[config.mk]
export PLATFORM = sky130hd
export DESIGN_NAME = axis_pkt_rr_arb_flat
export DESIGN_NICKNAME = d
export VERILOG_FILES = /design/src/rtl/axis_arb_pkg.sv /design/src/rtl/axis_pkt_rr_arb_if.sv /design/src/rtl/rr_pick.sv /design/src/rtl/axis_pkt_rr_arb.sv /design/src/flat_wrapper.sv
export SDC_FILE = /design/constraint.sdc
export NUM_CORES = 1
export LEC_CHECK = 0
export ABC_AREA = 1
export CAP_MARGIN = 20
export CORE_MARGIN = 8
export CORE_UTILIZATION = 32
export DETAILED_ROUTE_END_ITERATION = 7
export GPL_ROUTABILITY_DRIVEN = 0
export PLACE_DENSITY = 0.79
export SYNTH_ARGS = -nofsm -noshare
export SYNTH_HDL_FRONTEND = slang
export SYNTH_SLANG_ARGS = --single-unit
[constraint.sdc]
create_clock -name clk -period 1.6 [get_ports clk]
set_input_delay 0.48 -clock clk [delete_from_list [all_inputs] [get_ports clk]]
set_output_delay 0.48 -clock clk [all_outputs]
set_load 0.05 [all_outputs]
[src/rtl/axis_arb_pkg.sv]
// Shared types, widths and helpers for the packet round-robin AXI-Stream arbiter.
package axis_arb_pkg;

  typedef enum logic {ST_IDLE, ST_BUSY} arb_state_t;

  localparam int unsigned PKT_CNT_W = 16;

  function automatic int unsigned src_id_w(input int unsigned n);
    return $clog2(n);
  endfunction

endpackage

[src/rtl/axis_pkt_rr_arb_if.sv]
// Source-side and master-side AXI-Stream signals of the packet arbiter.
// master: arbiter view (drives M_AXIS and source readies); slave: environment view.
interface axis_pkt_rr_arb_if #(
  parameter int unsigned NUM_SRC = 4,
  parameter int unsigned DATA_W  = 32
);
  localparam int unsigned STRB_W = DATA_W / 8;

  logic [NUM_SRC*DATA_W-1:0] s_tdata;
  logic [NUM_SRC*STRB_W-1:0] s_tstrb;
  logic [NUM_SRC-1:0]        s_tlast;
  logic [NUM_SRC-1:0]        s_tvalid;
  logic [NUM_SRC-1:0]        s_tready;
  logic [DATA_W-1:0]         m_tdata;
  logic [STRB_W-1:0]         m_tstrb;
  logic                      m_tlast;
  logic                      m_tvalid;
  logic                      m_tready;

  modport master (
    input  s_tdata, s_tstrb, s_tlast, s_tvalid, m_tready,
    output s_tready, m_tdata, m_tstrb, m_tlast, m_tvalid
  );

  modport slave (
    output s_tdata, s_tstrb, s_tlast, s_tvalid, m_tready,
    input  s_tready, m_tdata, m_tstrb, m_tlast, m_tvalid
  );

endinterface

[src/rtl/rr_pick.sv]
// Combinational rotate-priority picker: first set req bit scanning last+1, last+2, ... mod N.
module rr_pick
  import axis_arb_pkg::*;
#(
  parameter int unsigned N = 4,
  parameter int unsigned W = src_id_w(N)
) (
  input  logic [N-1:0] req,
  input  logic [W-1:0] last,
  output logic [W-1:0] gnt_id,
  output logic         gnt_vld
);

  int unsigned idx;

  always_comb begin
    gnt_id  = '0;
    gnt_vld = 1'b0;
    idx     = 0;
    for (int unsigned i = 1; i <= N; i++) begin
      idx = (32'(last) + i) % N;
      if (!gnt_vld && req[idx]) begin
        gnt_vld = 1'b1;
        gnt_id  = W'(idx);
      end
    end
  end

endmodule

[src/rtl/axis_pkt_rr_arb.sv]
// Packet-granular round-robin arbiter: one source owns M_AXIS from first beat to tlast.
module axis_pkt_rr_arb
  import axis_arb_pkg::*;
#(
  parameter int unsigned NUM_SRC   = 4,
  parameter int unsigned DATA_W    = 32,
  parameter int unsigned MAX_BEATS = 512
) (
  input  logic                         clk,
  input  logic                         rst,
  input  logic                         arb_en,
  axis_pkt_rr_arb_if.master            bus,
  output logic                         pkt_done,
  output logic [src_id_w(NUM_SRC)-1:0] pkt_src,
  output logic [PKT_CNT_W-1:0]         pkt_cnt,
  output logic                         ovl_err,
  input  logic                         err_clr
);

  localparam int unsigned STRB_W = DATA_W / 8;
  localparam int unsigned SRC_W  = src_id_w(NUM_SRC);
  localparam int unsigned BEAT_W = $clog2(MAX_BEATS + 1);

  localparam logic StIdle = ST_IDLE;
  localparam logic StBusy = ST_BUSY;

  logic                 state_q, state_d;
  logic [SRC_W-1:0]     grant_q, grant_d;
  logic [SRC_W-1:0]     last_q, last_d;
  logic [BEAT_W-1:0]    beat_q, beat_d;
  logic [PKT_CNT_W-1:0] cnt_q, cnt_d;
  logic                 ovl_q, ovl_d;
  logic                 done_q, done_d;
  logic [SRC_W-1:0]     src_q, src_d;

  logic [SRC_W-1:0]     pick_id;
  logic                 pick_vld;
  logic                 hs;

  rr_pick #(
    .N (NUM_SRC),
    .W (SRC_W)
  ) u_pick (
    .req     (bus.s_tvalid),
    .last    (last_q),
    .gnt_id  (pick_id),
    .gnt_vld (pick_vld)
  );

  // Zero-latency pass-through of the granted source while BUSY.
  always_comb begin
    bus.m_tdata  = '0;
    bus.m_tstrb  = '0;
    bus.m_tlast  = 1'b0;
    bus.m_tvalid = 1'b0;
    bus.s_tready = '0;
    if (state_q == StBusy) begin
      bus.m_tdata           = bus.s_tdata[int'(grant_q)*DATA_W +: DATA_W];
      bus.m_tstrb           = bus.s_tstrb[int'(grant_q)*STRB_W +: STRB_W];
      bus.m_tlast           = bus.s_tlast[grant_q];
      bus.m_tvalid          = bus.s_tvalid[grant_q];
      bus.s_tready[grant_q] = bus.m_tready;
    end
  end

  assign hs = bus.m_tvalid && bus.m_tready;

  always_comb begin
    state_d = state_q;
    grant_d = grant_q;
    last_d  = last_q;
    beat_d  = beat_q;
    cnt_d   = cnt_q;
    ovl_d   = ovl_q;
    done_d  = 1'b0;
    src_d   = src_q;
    if (state_q == StIdle) begin
      if (arb_en && pick_vld) begin
        grant_d = pick_id;
        state_d = StBusy;
      end
    end else if (hs) begin
      if (bus.m_tlast) begin
        last_d  = grant_q;
        beat_d  = '0;
        done_d  = 1'b1;
        src_d   = grant_q;
        cnt_d   = cnt_q + 1'b1;
        state_d = StIdle;
      end else if (beat_q != BEAT_W'(MAX_BEATS)) begin
        beat_d = beat_q + 1'b1;
      end
    end
    // A new overlength event takes precedence over a same-cycle clear.
    if (err_clr) ovl_d = 1'b0;
    if (hs && !bus.m_tlast && beat_q == BEAT_W'(MAX_BEATS - 1)) ovl_d = 1'b1;
  end

  always_ff @(posedge clk) begin
    if (rst) begin
      state_q <= StIdle;
      grant_q <= '0;
      last_q  <= SRC_W'(NUM_SRC - 1);
      beat_q  <= '0;
      cnt_q   <= '0;
      ovl_q   <= 1'b0;
      done_q  <= 1'b0;
      src_q   <= '0;
    end else begin
      state_q <= state_d;
      grant_q <= grant_d;
      last_q  <= last_d;
      beat_q  <= beat_d;
      cnt_q   <= cnt_d;
      ovl_q   <= ovl_d;
      done_q  <= done_d;
      src_q   <= src_d;
    end
  end

  assign pkt_done = done_q;
  assign pkt_src  = src_q;
  assign pkt_cnt  = cnt_q;
  assign ovl_err  = ovl_q;

endmodule

[src/flat_wrapper.sv]
// flat-port wrapper written by rule: the top's interface ports become plain ports
module axis_pkt_rr_arb_flat import axis_arb_pkg::*;
#(
  parameter int unsigned NUM_SRC   = 4,
  parameter int unsigned DATA_W    = 32,
  parameter int unsigned MAX_BEATS = 512
)
  (clk, rst, arb_en, pkt_done, pkt_src, pkt_cnt, ovl_err, err_clr, bus_s_tdata, bus_s_tstrb, bus_s_tlast, bus_s_tvalid, bus_m_tready, bus_s_tready, bus_m_tdata, bus_m_tstrb, bus_m_tlast, bus_m_tvalid);
  axis_pkt_rr_arb_if #(.NUM_SRC(NUM_SRC), .DATA_W(DATA_W)) bus_i ();
  input  logic clk;
  input  logic rst;
  input  logic arb_en;
  output logic pkt_done;
  output logic [src_id_w(NUM_SRC)-1:0] pkt_src;
  output logic [PKT_CNT_W-1:0] pkt_cnt;
  output logic ovl_err;
  input  logic err_clr;
  input wire logic [$bits(bus_i.s_tdata)-1:0] bus_s_tdata;
  input wire logic [$bits(bus_i.s_tstrb)-1:0] bus_s_tstrb;
  input wire logic [$bits(bus_i.s_tlast)-1:0] bus_s_tlast;
  input wire logic [$bits(bus_i.s_tvalid)-1:0] bus_s_tvalid;
  input wire logic [$bits(bus_i.m_tready)-1:0] bus_m_tready;
  output wire logic [$bits(bus_i.s_tready)-1:0] bus_s_tready;
  output wire logic [$bits(bus_i.m_tdata)-1:0] bus_m_tdata;
  output wire logic [$bits(bus_i.m_tstrb)-1:0] bus_m_tstrb;
  output wire logic [$bits(bus_i.m_tlast)-1:0] bus_m_tlast;
  output wire logic [$bits(bus_i.m_tvalid)-1:0] bus_m_tvalid;
  assign bus_i.s_tdata = bus_s_tdata;
  assign bus_i.s_tstrb = bus_s_tstrb;
  assign bus_i.s_tlast = bus_s_tlast;
  assign bus_i.s_tvalid = bus_s_tvalid;
  assign bus_i.m_tready = bus_m_tready;
  assign bus_s_tready = bus_i.s_tready;
  assign bus_m_tdata = bus_i.m_tdata;
  assign bus_m_tstrb = bus_i.m_tstrb;
  assign bus_m_tlast = bus_i.m_tlast;
  assign bus_m_tvalid = bus_i.m_tvalid;
  axis_pkt_rr_arb #(.NUM_SRC(NUM_SRC), .DATA_W(DATA_W), .MAX_BEATS(MAX_BEATS)) u_core (.clk(clk), .rst(rst), .arb_en(arb_en), .bus(bus_i), .pkt_done(pkt_done), .pkt_src(pkt_src), .pkt_cnt(pkt_cnt), .ovl_err(ovl_err), .err_clr(err_clr));
endmodule
# After elaboration in Yosys (flattened, before gate mapping)
# Cells that the tools add are included.
dict set report word_totals {
  reg_bits 35
  input_bits 157
  output_inout_bits 62
  elab_cells 81
}
dict set report classes {
  addsub 6
  n_lt_le_gt_ge 6
  eq_ne 2
  shift 2
  mux 36
  bitwise 3
  reduce_logical 18
}
# cell n
set ops {}
lappend ops {{indexed part select 128 x 8 -> 32 bit} 1}
lappend ops {{2-to-1 mux 32 bit} 1}
lappend ops {{2-to-1 mux 1 bit} 20}
lappend ops {{2-to-1 mux 10 bit} 2}
lappend ops {{adder 16 x 1 -> 16 bit (second input constant)} 1}
lappend ops {{indexed part select 16 x 5 -> 4 bit} 1}
lappend ops {{< comparator 2 x 3 -> 1 bit (second input constant)} 5}
lappend ops {{binary-select mux 1 bit (select 2 bit)} 6}
lappend ops {{adder 10 x 1 -> 10 bit (second input constant)} 1}
lappend ops {{== test 10 x 9 -> 1 bit (second input constant)} 1}
lappend ops {{!= test 10 bit (second input constant)} 1}
lappend ops {{logical AND 1 bit} 8}
lappend ops {{2-to-1 mux 2 bit} 4}
lappend ops {{2-to-1 mux 4 bit} 2}
lappend ops {{AND reduction 3 bit} 2}
lappend ops {{adder 2 x 1 -> 2 bit (second input constant)} 2}
lappend ops {{adder 2 bit (second input constant)} 2}
lappend ops {{AND 4 bit} 1}
lappend ops {{zero test 1 bit} 4}
lappend ops {{nonzero test 2 bit} 2}
lappend ops {{OR reduction 3 bit} 1}
lappend ops {{demux 1 bit (select 2 bit)} 1}
lappend ops {{greater-or-equal comparator 2 x 1 -> 1 bit (second input constant)} 1}
lappend ops {{inverter 1 bit} 2}
lappend ops {{AND reduction 2 bit} 1}

# Depth between registers and ports, before layout
# Gate-level depths: netlist of run 1.
dict set report logic_depth {
  ltp_word 16
  depth_mapped 13
  ltp_nobuf 12
}

# By module
# Synthesis of run 1 repeated with hierarchy kept, for this count alone.
dict set report hier_totals {
  hier_cells 537
  hier_area_um2 3283.1
}
# mod n_inst cells_each area_per_inst_um2 seq_area_each_um2
set modules_own_cells {}
lappend modules_own_cells {axis_pkt_rr_arb 1 485 3011.6 700.7}
lappend modules_own_cells {rr_pick 1 52 271.5 0.0}

# Worst setup path before layout of run 1
# No wires, ideal clock.
dict set report synth_path {
  path_type {flip-flop to output port}
  from {reg u_core.grant_q[0]}
  to {out bus_m_tdata[10]}
  arrival_time_ns 1.875
  required_time_ns 1.120
  path_slack_ns -0.755
  path_stages_with_launch 6
  path_buffers 1
  cell_sequence {dfxtp_1 -> nand2_2 -> inv_2 -> buf_1 -> a22oi_1 -> a21oi_1}
}
dict set report synth_via {
  elab_chain_len 2
}
# element line_no
set synth_rtl {}
lappend synth_rtl {{start, declared} axis_pkt_rr_arb.sv:28} ;# logic [SRC_W-1:0] grant_q, grant_d;
lappend synth_rtl {{start signal, assigned} axis_pkt_rr_arb.sv:111} ;# grant_q <= grant_d;
lappend synth_rtl {{indexed part select 128 x 8 -> 32 bit} axis_pkt_rr_arb.sv:58} ;# bus.m_tdata = bus.s_tdata[int'(grant_q)*DATA_W +: DATA_W];
lappend synth_rtl {{2-to-1 mux 32 bit} axis_pkt_rr_arb.sv:57} ;# if (state_q == StBusy) begin
lappend synth_rtl {{end, declared} flat_wrapper.sv:24} ;# output wire logic [$bits(bus_i.m_tdata)-1:0] bus_m_tdata;
# No other way between the ends.

# Worst setup path in the final report of run 1
dict set report layout_path {
  from {reg u_core.grant_q[0]}
  to {out bus_m_tdata[28]}
}
# Same word-level chain as after synthesis.

==> results of run 1 <==
[metal layers]
layer | global-route usage [%] | vias up | share of wire [%]
met5 | 0 | - | 0
met4 | 10.9 | 0 | 4.9
met3 | 6.55 | 61 | 7.0
met2 | 49.3 | 273 | 52
met1 | 28.0 | 2262 | 36
li1 | - | 2177 | -
[sequential cells by signal, indices dropped and copies added (netlist names)]
signal	cells
u_core.grant_q	2
u_core.pkt_cnt	16
u_core.state_q	1
u_core.pkt_src	2
u_core.pkt_done	1
u_core.last_q	2
u_core.ovl_err	1
u_core.beat_q	10
[power breakdown]
group / internal (mW) / switching, mW / total, mW
Clock: 0.466 / 0.323 / 0.789
Sequential: 0.881 / 0.0233 / 0.904
Combinational: 1.18 / 1.15 / 2.33
[path summary, 6_finish.rpt]
kind | startpoint | to | slack (ps)
max reg2reg | u_core.grant_q[1] | u_core.pkt_cnt[6] | -350
max | u_core.grant_q[0] | bus_m_tdata[28] | -530
min | u_core.beat_q[7] | u_core.beat_q[7] | 490
min reg2reg | u_core.beat_q[7] | u_core.beat_q[7] | 490
[layout make-up]
type | count | area share (%)
timing repair buffer | 297 | 47.0
tap | 111 | 1.80
inverter | 38 | 2.37
clock inverter | 1 | 0.389
multi-input combinational | 366 | 38.1
antenna | 2 | 0.0648
clock buffer | 7 | 0.988
sequential | 35 | 9.32
[layout by cell type, fill, tap and decap left out, drive strengths merged, types with 2 or more instances in the layout]
master / count
clkdlybuf4s50: 151
buf: 140
nand2: 118
a22oi: 72
a21oi: 63
nor2: 36
dfxtp: 35
inv: 35
nand3: 22
xnor2: 11
nor3: 9
o21ai: 9
xor2: 8
clkbuf: 8
dlygate4sd2: 5
nand4: 5
nand3b: 3
ha: 3
diode: 2
o22ai: 2
o211ai: 2
clkinv: 2
[worst min-delay path, delay by kind of cell (launching register included)]
kind             cells  cell delay (ps)
AND/OR/NAND/NOR      1               70
flip-flops           1              330
AO/OA/AOI/OAI        1               50
[cell families after synthesis]
group,count (synthesis),share of synthesized area [%]
AO/OA/AOI/OAI,149,31.9
adder cells (fa/ha/maj),3,1.27
AND/OR/NAND/NOR,194,29.0
buffers and inverters,61,8.65
XOR/XNOR,19,5.61
flip-flops,35,23.6
[through the flow]
| stage | util, % | hold slack [ps] |
|---|---|---|
| after floorplan | - | 458 |
| after global placement | 76.6 | 477 |
| after detailed placement | 76.6 | 483 |
| after CTS | 82.0 | 493 |
| after global routing | 84.8 | 524 |
| final | 84.8 | 494 |
[what timing repair did]
action / in CTS / in global routing
hold buffers: 0 / 0
pin swaps: 29 / 32
setup buffers: 13 / 7
gates cloned: 2 / 2
setup endpoints to repair: 76 / 77
resized for setup: 69 / 53
==> metrics, run 1 <==
synthesized flop and latch total=35; f_max=0.470 GHz; Crit path depth=6; DIE HEIGHT=112 um; CP dominant cell by count=buf_12; share of the synthesized area in the top cell type=23.6%; failing checks=negative setup slack; Design Area, Final=7720 sq um; Synth area leader=dfxtp_1; family with the most delay on the worst path=compound AO/OA/AOI/OAI gates; Worst-Margin Slew=423 ps; fraction of layout cells with a size suffix above 1=41.8%; Sequential cell area=719 sq um; NumNets Final=903; max_cap viols=0; clock sink count=35; Initial Util=32.6%; Detail Route Antenna Nets=0; HP Class=reg2reg; Hold Path Cell Cnt=2; Worst path slowest cell=dfxtp_4; via count=4773; Period Utilization, post-route=133%; DR iter-0 viols=354; Setup TNS=-28480 ps; buffers plus inverters on the worst setup path=3; DP HPWL=13800 um; register area share after synthesis=23.6%; Syn Inst Count=461; largest net degree at the start of global routing=22; Mapped Area=2970 sq um; CP Launch Type=register; first-pass GRT wire length=27100 um; CP endpoint kind=primary output; final setup vio count=75; critical-path maximum fanout=16; Pleak=2.80 nW; ranking of synthesized cells by area=dfxtp_1, a22oi_1, nand2_1; Async SR Flop Fraction=0%; DR WL/cell=21.8 um; Yosys cell types=34; Post-Layout Cell Count=857; Final Max Slew Viols=0; cell breakdown of the critical path=nor2_4 > buf_12 > buf_6 > a22oi_1 > a21oi_4 > buf_12; initial antenna violation count=2; synth cell count leaders=nand2_1, a22oi_1, a21oi_1, dfxtp_1, inv_1; RSZ-0062 raised after global routing=true; EDFF count, synth=0; outcome=finished, violations left; IO Port Bufs=218; Setup Crit Path Kind=reg2out; most frequent cell after synthesis=nand2_1; die width=112 um; PnR worst setup slack=-526 ps; root buf cell=clkbuf_8; maximum vdd drop=585 uV; dpl cells=827; die area=12600 sq um; Yosys warning count=0; Congestion Overflow GR=0; vias per cell=5.57; CTS buffer count=5; Worst-Skew Late Latency=300 ps; core box area=9110 sq um; P per Cell Area=522 nW/um^2; CTS max path bufs=2; Hold Fails Final Rpt=0; final wirelength=18700 um; DRC=0; standard-cell rows=35; fillers=462; dpl ws=-561 ps; H-tree levels=2; first drt pass iteration count=5; Global Route Usage Sum=26.6%; r2r worst-path depth=14; instance area at placement=6980 sq um; IO Pins=219; Post-Syn Nets=621; Worst-path clk slew=80 ps; skew final=10.9 ps; CTS tree=yes; PnR Total Power=4.03 mW; CP required=1120 ps; Area Growth Syn to Fin=160%; vias in the first global route=4851; worst stage delay on the critical path=420 ps; Primary FF master, synth=dfxtp_1; Synth Area per Inst=6.44 sq um; min Tclk post-route=2130 ps; area of the multi-input gates=2940 sq um; Slew Limit Headroom=71.6%; WP data arrival=1650 ps
Power figures use the tool's default switching activity.
==> inputs of run 2 (changes only) <==
- TNS_END_PERCENT: not set -> 5
==> run 2 against run 1 <==
  * The run still ends with negative setup slack left
  * Critical endpoint is now bus_m_tdata[24]
  * Total power is 6.4% lower
  * Maximum frequency is 0.61% higher
  * Critical path depth unchanged
  * Combinational power is 6% lower
  * Worst hold slack lost 9.5 ps
  * Clock power down 12%
  * Sequential share of layout area increased by 0.42 points
  * Setup slack better by 13 ps
  * Die area unchanged
  * Sequential cell count stayed put
  * Global-route usage is 0.076 points lower
==> metrics, run 2 (synthesis gave the netlist of run 1 again) <==
first drt pass iteration count=5 (unchanged); P per Cell Area=517 nW/um^2 (-0.79%); vias in the first global route=4787 (-1.3%); hold buffers post-CTS=0 (unchanged); first-pass GRT wire length=26800 um (-1.1%); CTS buffer count=5 (unchanged); largest net degree at the start of global routing=26 (+18%); vias per cell=5.48 (-1.6%); Global Route Usage Sum=26.5% (-0.076 points); Worst-path clk slew=70 ps (about the same); HP Class=reg2reg; Clk pwr share=18.4% (-1.2 points); Design Area, Final=7290 sq um (-5.6%); die area=12600 sq um (unchanged); most common cell after layout, fill and taps aside=clkdlybuf4s50_1; Setup Crit Path Kind=reg2out; WL met1=6380 um (-6.5%); Period Utilization, post-route=132% (-0.80 points); Max Used Layer=met4; failing checks=negative setup slack; standard-cell rows=35 (unchanged); WL met3=1220 um (-7.1%); utilization after layout=80.0% (-4.8 points); IO Port Bufs=218 (unchanged); PnR Total Power=3.77 mW (-6.4%); Pleak=2.71 nW (-3.5%); critical-path maximum fanout=23 (+7); sw power=1.38 mW (-7.7%); DR WL/cell=21.0 um (-3.8%); RSZ-0062 raised after global routing=true; IO Pins=219 (unchanged); outcome=finished, violations left; Setup TNS=-23780 ps (+4700 ps); Net Sw Frac=36.7% (-0.53 points); Hold Fails Final Rpt=0 (unchanged); final setup vio count=77 (+2.7%); min Tclk post-route=2110 ps (-12.8 ps); H-tree levels=2 (unchanged); CP Launch Type=register; Area Growth Syn to Fin=146%; max_cap viols=0 (unchanged); via count=4641 (-2.8%); WP data arrival=1630 ps (-20 ps); Comb pwr share=57.7% (-0.2 points); Slew Limit Headroom=75.4% (+3.8 points); Initial Util=32.6% (unchanged); max reg flops=16 (unchanged); DR iter-0 viols=301 (-15%); Congestion Overflow GR=0 (unchanged); final wirelength=17800 um (-4.9%); Detail Route Antenna Nets=0 (unchanged); PnR worst setup slack=-513 ps (+12.8 ps); instance area at placement=6840 sq um (-2.0%); fillers=553 (+20%); DIE HEIGHT=112 um (unchanged); f_max=0.473 GHz (+0.61%); Int Power=2.39 mW (-5.6%); most frequent cells in the layout=clkdlybuf4s50_1, nand2_1, buf_12; CP required=1120 ps (about the same); CTS tree=yes; Worst-Margin Slew=366 ps (-57.1 ps); clock sink count=35 (unchanged); root buf cell=clkbuf_8; NumNets Final=893 (-1.1%); core box area=9110 sq um (unchanged); met2 routed WL=9390 um (-2.8%); sequential power share=23.8% (+1.3 points); CP endpoint kind=primary output; DP HPWL=14100 um (+1.8%); initial antenna violation count=2 (unchanged); Sequential cell area=709 sq um (-1.4%); DRC=0 (unchanged); Final Max Slew Viols=0 (unchanged); die width=112 um (unchanged); skew final=1.78 ps (-9.15 ps); CTS max path bufs=2 (unchanged); maximum vdd drop=707 uV (+21%); area of the multi-input gates=2620 sq um (-11%); fraction of layout cells with a size suffix above 1=34.1% (-7.7 points); Worst-Skew Late Latency=290 ps (about the same)
run 2: cell count changes in the layout (fill, tap and decap cells not counted), sizes merged:
| cell | change |
|---|---|
| dlymetal6s2s | +1 |
| dlygate4sd2 | -5 |
| nand2 | -1 |
| buf | -9 |
| bufinv | -1 |
| clkbuf | +1 |
| clkdlybuf4s50 | +4 |
run 2: path summary, 6_finish.rpt:
kind,startpoint,end,slack [ps],cells after the start
setup / recovery,u_core.grant_q[1],bus_m_tdata[24],-510,6
hold / removal,u_core.beat_q[7],u_core.beat_q[7],480,2
setup reg to reg,u_core.grant_q[1],u_core.beat_q[5],-210,12
hold reg to reg,u_core.beat_q[7],u_core.beat_q[7],480,2
run 2: layer usage:
metal  up-vias  track usage [%]
met5         -                0
met4         0             12.9
met3        44             6.23
met2       234             49.0
met1      2209             27.5
li1       2154                -
run 2: worst max-delay path: stages (launching register included):
cell and delay, ps:
dfxtp_4 370, nor2_2 170, buf_12 210, buf_12 140
a22oi_1 110, a21oi_4 190, buf_12 150
run 2: cell type report:
| cell class | instances | share of cell area (%) |
|---|---|---|
| Multi-Input combinational cell | 365 | 36.0 |
| Sequential cell | 35 | 9.74 |
| Antenna cell | 2 | 0.0687 |
| Inverter | 38 | 2.18 |
| Tap cell | 111 | 1.91 |
| Clock buffer | 8 | 1.37 |
| Timing Repair Buffer | 288 | 48.8 |
run 2: metrics by stage:
step	hold slack [ps]	setup slack [ps]	cells
after floorplan	458	-177	461
after global placement	470	-510	834
after detailed placement	476	-561	834
after CTS	487	-517	844
after global routing	514	-570	847
final	484	-513	847
run 2: power by group through the flow:
stage                     Clock (mW)  Sequential (mW)  Combinational, mW
after floorplan                    0            0.919              0.927
after global placement             0            0.916               1.99
after detailed placement           0            0.916               2.03
after CTS                      0.712            0.897               2.13
after global routing           0.751            0.899               2.26
final                          0.696            0.898               2.18
run 2: repair_timing:
action | in CTS | in global routing
resized for setup | 46 | 21
endpoints found under the setup margin | 76 | 77
cloned | 1 | 1
pin swaps | 11 | 7
buffers inserted | 1 | 0
==> inputs of run 3 (changes only) <==
- CORE_UTILIZATION: 32 -> 51
- DONT_BUFFER_PORTS: not set -> 1
- PLACE_DENSITY: 0.79 -> 0.69
==> run 3 against run 2 <==
  * The flow still finishes with violations (negative setup slack)
  * Sequential cell count stayed put
  * Total power decreased by 16%
  * Die area decreased by 32%
  * Non-clock buffer count down 176
  * Global-route usage is 4.6 points higher
  * Setup slack got worse by 28 ps
  * Sequential power about the same
  * Critical path depth did not move
==> metrics, run 3 (synthesis gave the netlist of run 1 again) <==
outcome=finished, violations left; failing checks=negative setup slack; hold buffers post-CTS=0 (unchanged); maximum vdd drop=733 uV (+3.7%); f_max=0.467 GHz (-1.3%); Period Utilization, post-route=134% (+1.8 points); Antenna Cells=0 (-2); root buf cell=clkbuf_8; RSZ-0062 raised after global routing=true; PnR Total Power=3.17 mW (-16%); P per Cell Area=630 nW/um^2 (+22%); postcts setup bufs=0 (-1); via count=4048 (-13%); DR iter-0 viols=319 (+6.0%); Worst-path clk slew=70 ps (about the same); final wirelength=14800 um (-17%); dpl cells=622 (-25%); initial antenna violation count=0 (-2); critical-path maximum fanout=16 (-30%); NumNets Final=717 (-20%); instance area at placement=4770 sq um (-30%); H-tree levels=2 (unchanged); first drt pass iteration count=5 (unchanged); WP data arrival=1660 ps (+30 ps); Hold Fails Final Rpt=0 (unchanged); IO Port Bufs=0 (-100%); CP required=1120 ps (about the same); min Tclk post-route=2140 ps (+28.4 ps); CTS tree=yes; Worst-Margin Slew=562 ps (+196 ps); CTS buffer count=5 (unchanged); most frequent cells in the layout=nand2_1, buf_4, a22oi_1; DIE HEIGHT=92.3 um (-18%); most common cell after layout, fill and taps aside=nand2_1; skew final=7.47 ps (+5.68 ps); Initial Util=53.2% (+21 points); DR WL/cell=23.5 um (+12%); area of the multi-input gates=2530 sq um (-3.6%); fillers=256 (-54%); IO Pins=219 (unchanged); Final Max Slew Viols=0 (unchanged); vias in the first global route=3869 (-19%); Setup Crit Path Kind=reg2out; DP HPWL=10900 um (-22%); HP Class=in2reg; first-pass GRT wire length=21400 um (-20%); Post-Layout Cell Count=630 (-26%); Area Growth Syn to Fin=69.9%; Global Route Usage Sum=31.1% (+4.6 points); Congestion Overflow GR=0 (unchanged); CP Launch Type=register; vias per cell=6.43 (+17%); CP endpoint kind=primary output; Worst-Skew Late Latency=290 ps (about the same); core box area=5570 sq um (-39%); die area=8510 sq um (-32%); CTS max path bufs=2 (unchanged); DRC=0 (unchanged); PnR worst setup slack=-541 ps (-28.4 ps); Slew Limit Headroom=62.5% (-13 points); clock sink count=35 (unchanged); die width=92.3 um (-18%); utilization after layout=90.4% (+10 points); dpl ws=-231 ps (+330 ps); final setup vio count=76 (-1.3%); Pleak=1.87 nW (-31%); fraction of layout cells with a size suffix above 1=37.5% (+3.4 points); largest net degree at the start of global routing=27 (+3.8%); max reg flops=16 (unchanged); max_cap viols=0 (unchanged); Design Area, Final=5040 sq um (-31%); Sequential cell area=707 sq um (-0.35%); standard-cell rows=27 (-23%); Detail Route Antenna Nets=0 (unchanged)
-- run 3: per-stage QoR --
| stage | hold slack, ps | TNS (ps) |
|---|---|---|
| 3_3_place_gp | 475 | -7310 |
| 4_1_cts | 251 | -21020 |
| 2_1_floorplan | 458 | -6340 |
| 5_1_grt | 253 | -29670 |
| 6_report | 262 | -23770 |
| 3_5_place_dp | 480 | -11010 |
-- run 3: timing repair --
| item | CTS | global route |
|---|---|---|
| endpoints found under the setup margin | 75 | 77 |
| pin swaps | 9 | 0 |
| gates resized for setup | 29 | 14 |
-- run 3: layer usage --
metal	track usage (%)	routed length (um)
met5	0	0
met4	9.26	497
met3	6.52	1310
met2	58.9	7980
met1	33.6	5050
-- run 3: area by class of cell --
cell class / instances / area share [%]
multi-input cells: 365 / 50.1
clock buffers: 7 / 1.71
inverters: 38 / 3.20
well taps: 72 / 1.79
repair buffers: 112 / 29.0
flip-flops and latches: 35 / 14.0
clock inverters: 1 / 0.0993
-- run 3: final timing paths --
kind / to / slack (ps) / from / cells past startpoint
setup / recovery: bus_m_tstrb[2] / -540 / u_core.grant_q[0] / 6
hold / removal: u_core.pkt_src[1] / 260 / rst / 1
setup reg to reg: u_core.beat_q[3] / -250 / u_core.grant_q[1] / 11
hold reg to reg: u_core.beat_q[7] / 500 / u_core.beat_q[7] / 2
-- run 3: power by group --
part / switching [mW] / internal [mW] / total [mW]
Clock: 0.305 / 0.347 / 0.652
Sequential: 0.0160 / 0.883 / 0.899
Combinational: 0.925 / 0.699 / 1.62
-- run 3: critical path: stages (launching register included) --
cell and delay [ps]:
dfxtp_2 360, buf_4 160, nor2_4 160, buf_12 180
a22oi_1 120, a21oi_2 220, buf_12 160
